**config.mk**
```make
export PLATFORM = sky130hd
export DESIGN_NAME = img_map_engine
export DESIGN_NICKNAME = d
export VERILOG_FILES = /design/src/rtl/img_map_engine.sv
export SDC_FILE = /design/constraint.sdc
export NUM_CORES = 1
export LEC_CHECK = 0
export BUFFER_PORTS_ARGS = -buffer_cell sky130_fd_sc_hd__buf_4
export CAP_MARGIN = 20
export CORE_ASPECT_RATIO = 0.5
export CORE_MARGIN = 4
export CORE_UTILIZATION = 52
export DETAILED_ROUTE_END_ITERATION = 16
export PLACE_DENSITY = 0.77
export RECOVER_POWER = 50
export SYNTH_ARGS = -nofsm -noshare
export SYNTH_HDL_FRONTEND = slang
export SYNTH_SLANG_ARGS = --single-unit
```
**constraint.sdc**
```tcl
create_clock -name clk -period 28.5 [get_ports clk]
set_input_delay 5.7 -clock clk [delete_from_list [all_inputs] [get_ports clk]]
set_output_delay 5.7 -clock clk [all_outputs]
set_load 0.005 [all_outputs]
```
**src/rtl/img_map_engine.sv**
```systemverilog
// img_map_engine: remaps every pixel of an image through a LUT, LANES lines
// at a time. Optional feature macro: IMG_MAP_IDENT_EN (adds bypass input).
// Ports: clk, reset (sync, active-high); start/busy/done control;
//   inp_rd_addr/inp_rd_data and lut_rd_addr/lut_rd_data, one slice per lane;
//   out_wt_en/out_wt_ready/out_wt_addr/out_wt_data line write port.
module img_map_engine #(
  parameter int PIX_W     = 8,
  parameter int WORD_W    = 128,
  parameter int LANES     = 2,
  parameter int NUM_LINES = 64,
  parameter int RD_LAT    = 2,
  parameter int ADDR_W    = 16
) (
  input  logic                      clk,
  input  logic                      reset,
  input  logic                      start,
`ifdef IMG_MAP_IDENT_EN
  input  logic                      bypass,
`endif
  output logic                      busy,
  output logic                      done,
  output logic [LANES*ADDR_W-1:0]   inp_rd_addr,
  input  logic [LANES*WORD_W-1:0]   inp_rd_data,
  output logic [LANES*ADDR_W-1:0]   lut_rd_addr,
  input  logic [LANES*WORD_W-1:0]   lut_rd_data,
  output logic                      out_wt_en,
  input  logic                      out_wt_ready,
  output logic [ADDR_W-1:0]         out_wt_addr,
  output logic [WORD_W-1:0]         out_wt_data
);

  localparam int P  = WORD_W / PIX_W;
  localparam int KW = (P > 1) ? $clog2(P) : 1;
  localparam int CW = $clog2(RD_LAT + 1);
  localparam int LW = (LANES > 1) ? $clog2(LANES) : 1;

  typedef enum logic [2:0] {
    IDLE, LINE_RD, LINE_WAIT, PIX_IDX,
    LUT_WAIT, PIX_MAP, WRITE, DONE
  } state_t;

  state_t state_q, state_d;

  logic [ADDR_W-1:0] base;
  logic [ADDR_W-1:0] base_nx;
  logic [KW-1:0]     k;
  logic [CW-1:0]     cnt;
  logic [LW-1:0]     wl;
  logic [LW-1:0]     wsel;
  logic [WORD_W-1:0] wsel_data;
  logic [WORD_W-1:0] words [LANES];
  logic [WORD_W-1:0] acc   [LANES];
  logic [1:0]        slot  [LANES];
  logic [PIX_W-1:0]  pix_v [LANES];
  logic [PIX_W-1:0]  map_v [LANES];
  logic              byp_q;
  logic              wait_last;
  logic              k_last;
  logic              wl_last;
  logic              img_last;
  logic              wr_fire;

  assign base_nx   = base + ADDR_W'(LANES);
  assign wait_last = (cnt == CW'(RD_LAT - 1));
  assign k_last    = (k == KW'(P - 1));
  assign wl_last   = (wl == LW'(LANES - 1));
  assign img_last  = (base_nx == ADDR_W'(NUM_LINES));
  assign wr_fire   = out_wt_en & out_wt_ready;
  assign busy      = (state_q != IDLE);
  assign done      = (state_q == DONE);

  // While a write is pending the next lane's word is preloaded on accept.
  assign wsel = out_wt_en ? wl + LW'(1) : wl;

  always_comb begin
    wsel_data = '0;
    for (int n = 0; n < LANES; n++)
      if (wsel == LW'(n)) wsel_data = acc[n];
  end

  // Current pixel per lane, and its mapped value from the LUT slot.
  always_comb begin
    for (int n = 0; n < LANES; n++) begin
      pix_v[n] = PIX_W'(words[n] >> (k * PIX_W));
      map_v[n] = PIX_W'(lut_rd_data[n*WORD_W +: WORD_W] >> (slot[n] * 32));
    end
  end

`ifdef IMG_MAP_IDENT_EN
  always_ff @(posedge clk) begin
    if (reset)
      byp_q <= 1'b0;
    else if (state_q == IDLE && start)
      byp_q <= bypass;
  end
`else
  assign byp_q = 1'b0;
`endif

  always_ff @(posedge clk) begin
    if (reset) state_q <= IDLE;
    else       state_q <= state_d;
  end

  always_comb begin
    state_d = state_q;
    unique case (state_q)
      IDLE:      if (start) state_d = LINE_RD;
      LINE_RD:   state_d = LINE_WAIT;
      LINE_WAIT: if (wait_last) state_d = byp_q ? WRITE : PIX_IDX;
      PIX_IDX:   state_d = LUT_WAIT;
      LUT_WAIT:  if (wait_last) state_d = PIX_MAP;
      PIX_MAP:   state_d = k_last ? WRITE : PIX_IDX;
      WRITE:
        if (wr_fire && wl_last)
          state_d = img_last ? DONE : LINE_RD;
      DONE:      state_d = IDLE;
      default:   state_d = IDLE;
    endcase
  end

  always_ff @(posedge clk) begin
    if (reset) begin
      base        <= '0;
      k           <= '0;
      cnt         <= '0;
      wl          <= '0;
      inp_rd_addr <= '0;
      lut_rd_addr <= '0;
      out_wt_en   <= 1'b0;
      out_wt_addr <= '0;
      out_wt_data <= '0;
      for (int n = 0; n < LANES; n++) begin
        words[n] <= '0;
        acc[n]   <= '0;
        slot[n]  <= '0;
      end
    end else begin
      if ((state_q == LINE_WAIT || state_q == LUT_WAIT) && !wait_last)
        cnt <= cnt + CW'(1);
      else
        cnt <= '0;

      case (state_q)
        IDLE: begin
          // Address is live during LINE_RD, so load it on entry.
          if (start)
            for (int n = 0; n < LANES; n++)
              inp_rd_addr[n*ADDR_W +: ADDR_W] <= ADDR_W'(n);
        end
        LINE_WAIT: begin
          if (wait_last) begin
            k <= '0;
            for (int n = 0; n < LANES; n++) begin
              words[n] <= inp_rd_data[n*WORD_W +: WORD_W];
              acc[n]   <= byp_q ? inp_rd_data[n*WORD_W +: WORD_W] : '0;
            end
          end
        end
        PIX_IDX: begin
          for (int n = 0; n < LANES; n++) begin
            lut_rd_addr[n*ADDR_W +: ADDR_W] <= ADDR_W'(pix_v[n] >> 2);
            slot[n] <= pix_v[n][1:0];
          end
        end
        PIX_MAP: begin
          for (int n = 0; n < LANES; n++)
            acc[n] <= acc[n] | (WORD_W'(map_v[n]) << (k * PIX_W));
          if (!k_last) k <= k + KW'(1);
        end
        WRITE: begin
          if (!out_wt_en) begin
            out_wt_en   <= 1'b1;
            out_wt_addr <= base + ADDR_W'(wl);
            out_wt_data <= wsel_data;
          end else if (out_wt_ready) begin
            if (wl_last) begin
              out_wt_en <= 1'b0;
              wl        <= '0;
              base      <= img_last ? '0 : base_nx;
              if (!img_last)
                for (int n = 0; n < LANES; n++)
                  inp_rd_addr[n*ADDR_W +: ADDR_W] <= base_nx + ADDR_W'(n);
            end else begin
              wl          <= wl + LW'(1);
              out_wt_addr <= base + ADDR_W'(wl) + ADDR_W'(1);
              out_wt_data <= wsel_data;
            end
          end
        end
        default: ;
      endcase
    end
  end

endmodule

```
# After elaboration in Yosys (flattened, before gate mapping)
# Memory sizes are Yosys's and may differ from the RTL's.
# Cells that the tools add are included.
# totals
register_bits	215
n_memories	3
ram_bits	516
output_inout_bits	211
romBits	0
wordCells	123
latchBits	0
# classes
n_eq_ne	21
order_cmp	0
n_mul	0
n_reduce_logical	15
addsub	7
n_div	0
mux	49
shift	6
bitwise_logic	12
# memory_table
memory	depth	word_bits	rd	rd_ports_with_merged_regs	write_ports	line_no	rtl
acc	2	128	2	0	2	52	logic [WORD_W-1:0] acc [LANES];
words	2	128	2	0	2	51	logic [WORD_W-1:0] words [LANES];
slot	2	2	2	0	2	53	logic [1:0] slot [LANES];
# ops
op	count
128-bit two-way mux	10
128-bit by 7-bit right shift with 8-bit output	4
128-bit OR	2
8-bit by 7-bit left shift with 128-bit output	2
32-bit two-way mux	5
16-bit two-way mux	4
32-bit case mux with 2 select lines	1
16-bit by 1-bit adder with 16-bit output, second input constant	2
3-bit case mux with 8 select lines	1
2-bit != test, second input constant	10
3-bit two-way mux	6
1-bit two-way mux	17
16-bit by 1-bit adder with 16-bit output	1
16-bit by 2-bit adder with 16-bit output, second input constant	1
16-bit by 7-bit equality test with 1-bit output, second input constant	1
3-bit equality test, second input constant	4
3-bit AND reduction	3
4-bit two-way mux	2
1-bit OR	8
4-bit case mux with 2 select lines	1
4-bit AND reduction	2
3-bit by 2-bit equality test with 1-bit output, second input constant	2
6-bit AND reduction	1
4-bit by 1-bit adder with 4-bit output, second input constant	1
other kinds (16)	19

# Logic depth before layout (Yosys ltp)
# depth
ltp_word	7
ltp_mapped	9
ltp_nobuf	8

# Worst setup path after synthesis
# Ideal clock, no wire load.
# synth_path
path_kind	in2reg
startpoint	input port reset
endpoint	memory acc[0][0], enable pin
setup_ns	0.649
arrival_time_ns	18.235
path_stages	3
n_path_buf	1
slack_ns	9.616
path_cell_list	clkbuf_1 > nand2b_1 > nand2b_1
# synth_lines
item	line_no	rtl
from (decl)	15	input logic reset,
to (decl)	52	

==> results.txt <==
----------------------------------------------------
[Synthesis]
  Cell area after synthesis ... 32000 um^2
  Gate count after technology mapping ... 2612
  EDFF count, synth ... 516
  Fraction of the yosys area taken by sequential cells ... 61.6%
  Predominant post-synthesis flop cell ... sky130_fd_sc_hd__edfxtp_1
  Share of async-settable or async-resettable flops after synthesis ... 0%
  Synthesized area per cell ... 12.2 um^2
  Yosys Warn Count ... 0
  Cell variety after synth ... 59
  Count of state elements after synthesis ... 727

[Clock tree]
  CTS clk-pin slew, worst paths ... 0.06 ns
  Number of buffers added for setup after CTS ... 0
  Gates resized, CTS repair ... 0
  Quantity of hold-fixing buffers added after cts ... 0
  Number of levels the H-tree was split into ... 3
  Clock tree root driver cell ... sky130_fd_sc_hd__clkbuf_16
  Clock tree sinks ... 727
  TritonCTS Buffers ... 66
  Worst-Skew Late Latency ... 0.61 ns
  Maximum clock insertion buffer count ... 3
  CTS tree ... done

[Route]
  Number of vias in the routed layout ... 22300
  Routed length on met2 ... 45.1 mm
  Number of nets still failing antenna checks after routing ... 0
  Average wire per cell in the routed design ... 23.2 um
  Uppermost signal routing layer after detailed routing ... met5
  Starting DRC count in detailed routing ... 2208
  Drc violations ... 0
  M1 WL ... 35.1 mm
  Met3 WL ... 6.86 mm
  Total wire length after detailed routing ... 90.2 mm
  Via-per-instance ratio ... 5.72
  Initial DRT Pass Iterations ... 5

[Die]
  Initial Utilization ... 53.3%
  Die X ... 359 um
  Floorplan core area ... 60100 um^2
  Vertical die dimension ... 183 um
  Row count ... 63
  Floorplan die area ... 65800 um^2
  Top Ports ... 727

[Status]
  Violations in the final reports ... capacitance limit, slew limit
  Result of the run ... finished with violations

[Place]
  Dpl cell area ... 36100 um^2
  GPL Wtd Cong ... 0.861
  HPWL after detailed placement ... 60.8 mm
  Number of I/O port buffers ... 514

[Global routing]
  Maximum number of pins on one net before global-route repair ... 145
  Total congestion overflow ... 0
  First-pass GRT wire length ... 133 mm
  Vias in the first global route ... 21700
  GRT Total Usage ... 26.6%
  Antenna violations before repair ... 16

[STA]
  Number of hold-slack violations in the final timing report ... 0
  Post-layout minimum cycle time ... 14.26 ns
  Unrepaired setup endpoints after global routing ... no
  Slew of the pin with the lowest slew margin ... 4.98 ns
  Largest clock skew in the final design ... 0.0243 ns
  Finish-stage setup viols ... 0
  Remaining max-slew budget at the tightest pin ... -232%
  Final-layout worst hold slack ... 0.424 ns
  Post-route clock period utilization ... 50.0%
  Setup TNS ... 0 ns
  Maximum frequency from static timing analysis ... 70.1 MHz
  Number of slew-limit violations in the final report ... 627

[Flow run]
  Total of max-cap violations ... 10

[Worst setup path]
  Type of destination of the critical path ... flip-flop
  CP Class ... input pin to flip-flop
  Required @ worst endpoint ... 28.71 ns
  Highest net fanout along the worst path ... 81
  Category of the worst setup path launch point ... input pin
  Worst Path Arrival ... 14.47 ns

[Layout]
  Net total in the final layout ... 3538
  Core occupancy in the finished layout ... 63.4%
  Synth-to-Final Area Change ... 19.1%
  Count of filler cells inserted in the layout ... 4677
  Fraction of final layout cells sized beyond drive strength 1 ... 23.2%
  Cell area after layout ... 38100 um^2

[Pwr]
  Lkg Pwr ... 13.3 nW
  Power, Total ... 0.00224 W
  Pwr per Cell Area ... 58.9 nW/um^2
  Worst IR drop on VDD ... 41.5 uV

[Worst hold path]
  Tightest Hold Check Type ... flip-flop to flip-flop

----------------------------------------------------
## cells by family (layout without fill, tap and decap cells)
| group | after synthesis | after routing | share of synthesized area (%) |
|---|---|---|---|
| compound gates | 485 | 485 | 9.44 |
| xor+xnor | 48 | 48 | 1.31 |
| fa+ha+maj | 7 | 7 | 0.274 |
| buf+inv | 279 | 713 | 3.85 |
| flops | 727 | 727 | 61.6 |
| mux | 227 | 227 | 10.9 |
| other cells | 1 | 33 | 0.0117 |
| simple gates | 838 | 838 | 12.6 |
## per-stage QoR
stage	instances	worst slack, ns
floorplan	2632	9.62
global placement	3750	18.50
detailed placement	3750	18.36
CTS	3869	18.98
global route	3890	13.37
finish	3890	14.24
## worst paths after layout
check,startpoint,to,slack (ns),depth (start not counted)
min reg2reg,cnt[0]$_SDFF_PP0_,cnt[0]$_SDFF_PP0_,0.42,1
max,reset,acc[0][221]$_SDFFCE_PN0P_,14.24,5
max reg2reg,state_q[1]$_SDFFE_PP0P_,acc[0][221]$_SDFFCE_PN0P_,20.72,6
min,cnt[0]$_SDFF_PP0_,cnt[0]$_SDFF_PP0_,0.42,1
## power breakdown
part	switching [W]	total, W	internal [W]
Clock	0.000395	0.000886	0.000491
Combinational	0.0000947	0.000161	0.0000667
Sequential	0.0000227	0.00120	0.00117
Total	0.000513	0.00224	0.00173
## cell type report
cell class,instances,area (um^2),area share (%)
Antenna cell,12,30.0,0.0788
Clock buffer,91,1880,4.93
Multi-Input combinational cell,1626,11100,29.2
Sequential cell,727,19700,51.8
Inverter,46,173,0.453
Tap cell,812,1020,2.67
Timing Repair Buffer,548,3910,10.3
Clock inverter,28,224,0.588
## critical path, cell delays in order
cell	delay (ns)
sky130_fd_sc_hd__clkbuf_1	2.10
sky130_fd_sc_hd__nand2b_1	2.64
sky130_fd_sc_hd__nand2b_1	1.87
sky130_fd_sc_hd__buf_4	1.02
sky130_fd_sc_hd__buf_4	0.95
## synthesized netlist by cell type (9+ instances only)
cell                       instances  share of area, %
sky130_fd_sc_hd__mux2i_1         131               4.1
sky130_fd_sc_hd__dfxtp_1         211                13
sky130_fd_sc_hd__a21oi_1         274               4.3
sky130_fd_sc_hd__and2_1          258               5.0
sky130_fd_sc_hd__mux4_2           96               6.8
sky130_fd_sc_hd__inv_1            46              0.54
sky130_fd_sc_hd__o21ai_0          22              0.34
sky130_fd_sc_hd__nor2_1          447               5.2
sky130_fd_sc_hd__xor2_1           18              0.49
sky130_fd_sc_hd__xnor2_1          30              0.82
sky130_fd_sc_hd__a211oi_1        142               3.3
sky130_fd_sc_hd__nor3_1           16              0.25
sky130_fd_sc_hd__nand3_1          17              0.27
sky130_fd_sc_hd__buf_2            15              0.23
sky130_fd_sc_hd__edfxtp_1        516                48
sky130_fd_sc_hd__buf_4            26              0.61
sky130_fd_sc_hd__nand2_1          47              0.55
sky130_fd_sc_hd__buf_1            12              0.14
sky130_fd_sc_hd__o32ai_1          13              0.36
sky130_fd_sc_hd__buf_6             9              0.32
sky130_fd_sc_hd__clkbuf_1        171               2.0
## state kept, by name, indices dropped and copies added, names as in the netlist
register     count
acc            256
words          256
out_wt_data    128
inp_rd_addr     29
out_wt_addr     16
base            15
lut_rd_addr     12
k                4
slot             4
state_q          3
cnt              2
out_wt_en        1
wl               1
## layer usage
layer | global-route usage (%) | vias up
li1 | - | 10200
met1 | 33.9 | 11000
met2 | 44.7 | 886
met3 | 6.10 | 178
met4 | 10.5 | 10
met5 | 0 | -
## placed cells by master (no fill, tap or decap), types with 13 or more instances in the layout
cell                        synthesis  routed
sky130_fd_sc_hd__a211oi_1         142     143
sky130_fd_sc_hd__a21oi_1          274     274
sky130_fd_sc_hd__and2_0             1      91
sky130_fd_sc_hd__and2_1           258     167
sky130_fd_sc_hd__buf_4             26     347
sky130_fd_sc_hd__clkbuf_1         171      72
sky130_fd_sc_hd__clkbuf_16          0      70
sky130_fd_sc_hd__clkbuf_4           0     143
sky130_fd_sc_hd__conb_1             1      21
sky130_fd_sc_hd__dfxtp_1          211     208
sky130_fd_sc_hd__edfxtp_1         516     516
sky130_fd_sc_hd__inv_1             46      46
sky130_fd_sc_hd__mux2i_1          131     131
sky130_fd_sc_hd__mux4_2            96      96
sky130_fd_sc_hd__nand2_1           47      47
sky130_fd_sc_hd__nand3_1           17      17
sky130_fd_sc_hd__nor2_1           447     446
sky130_fd_sc_hd__nor3_1            16      14
sky130_fd_sc_hd__o21ai_0           22      23
sky130_fd_sc_hd__o32ai_1           13      13
sky130_fd_sc_hd__xnor2_1           30      30
sky130_fd_sc_hd__xor2_1            18      18
No activity file was read; power rests on OpenSTA's default activity.
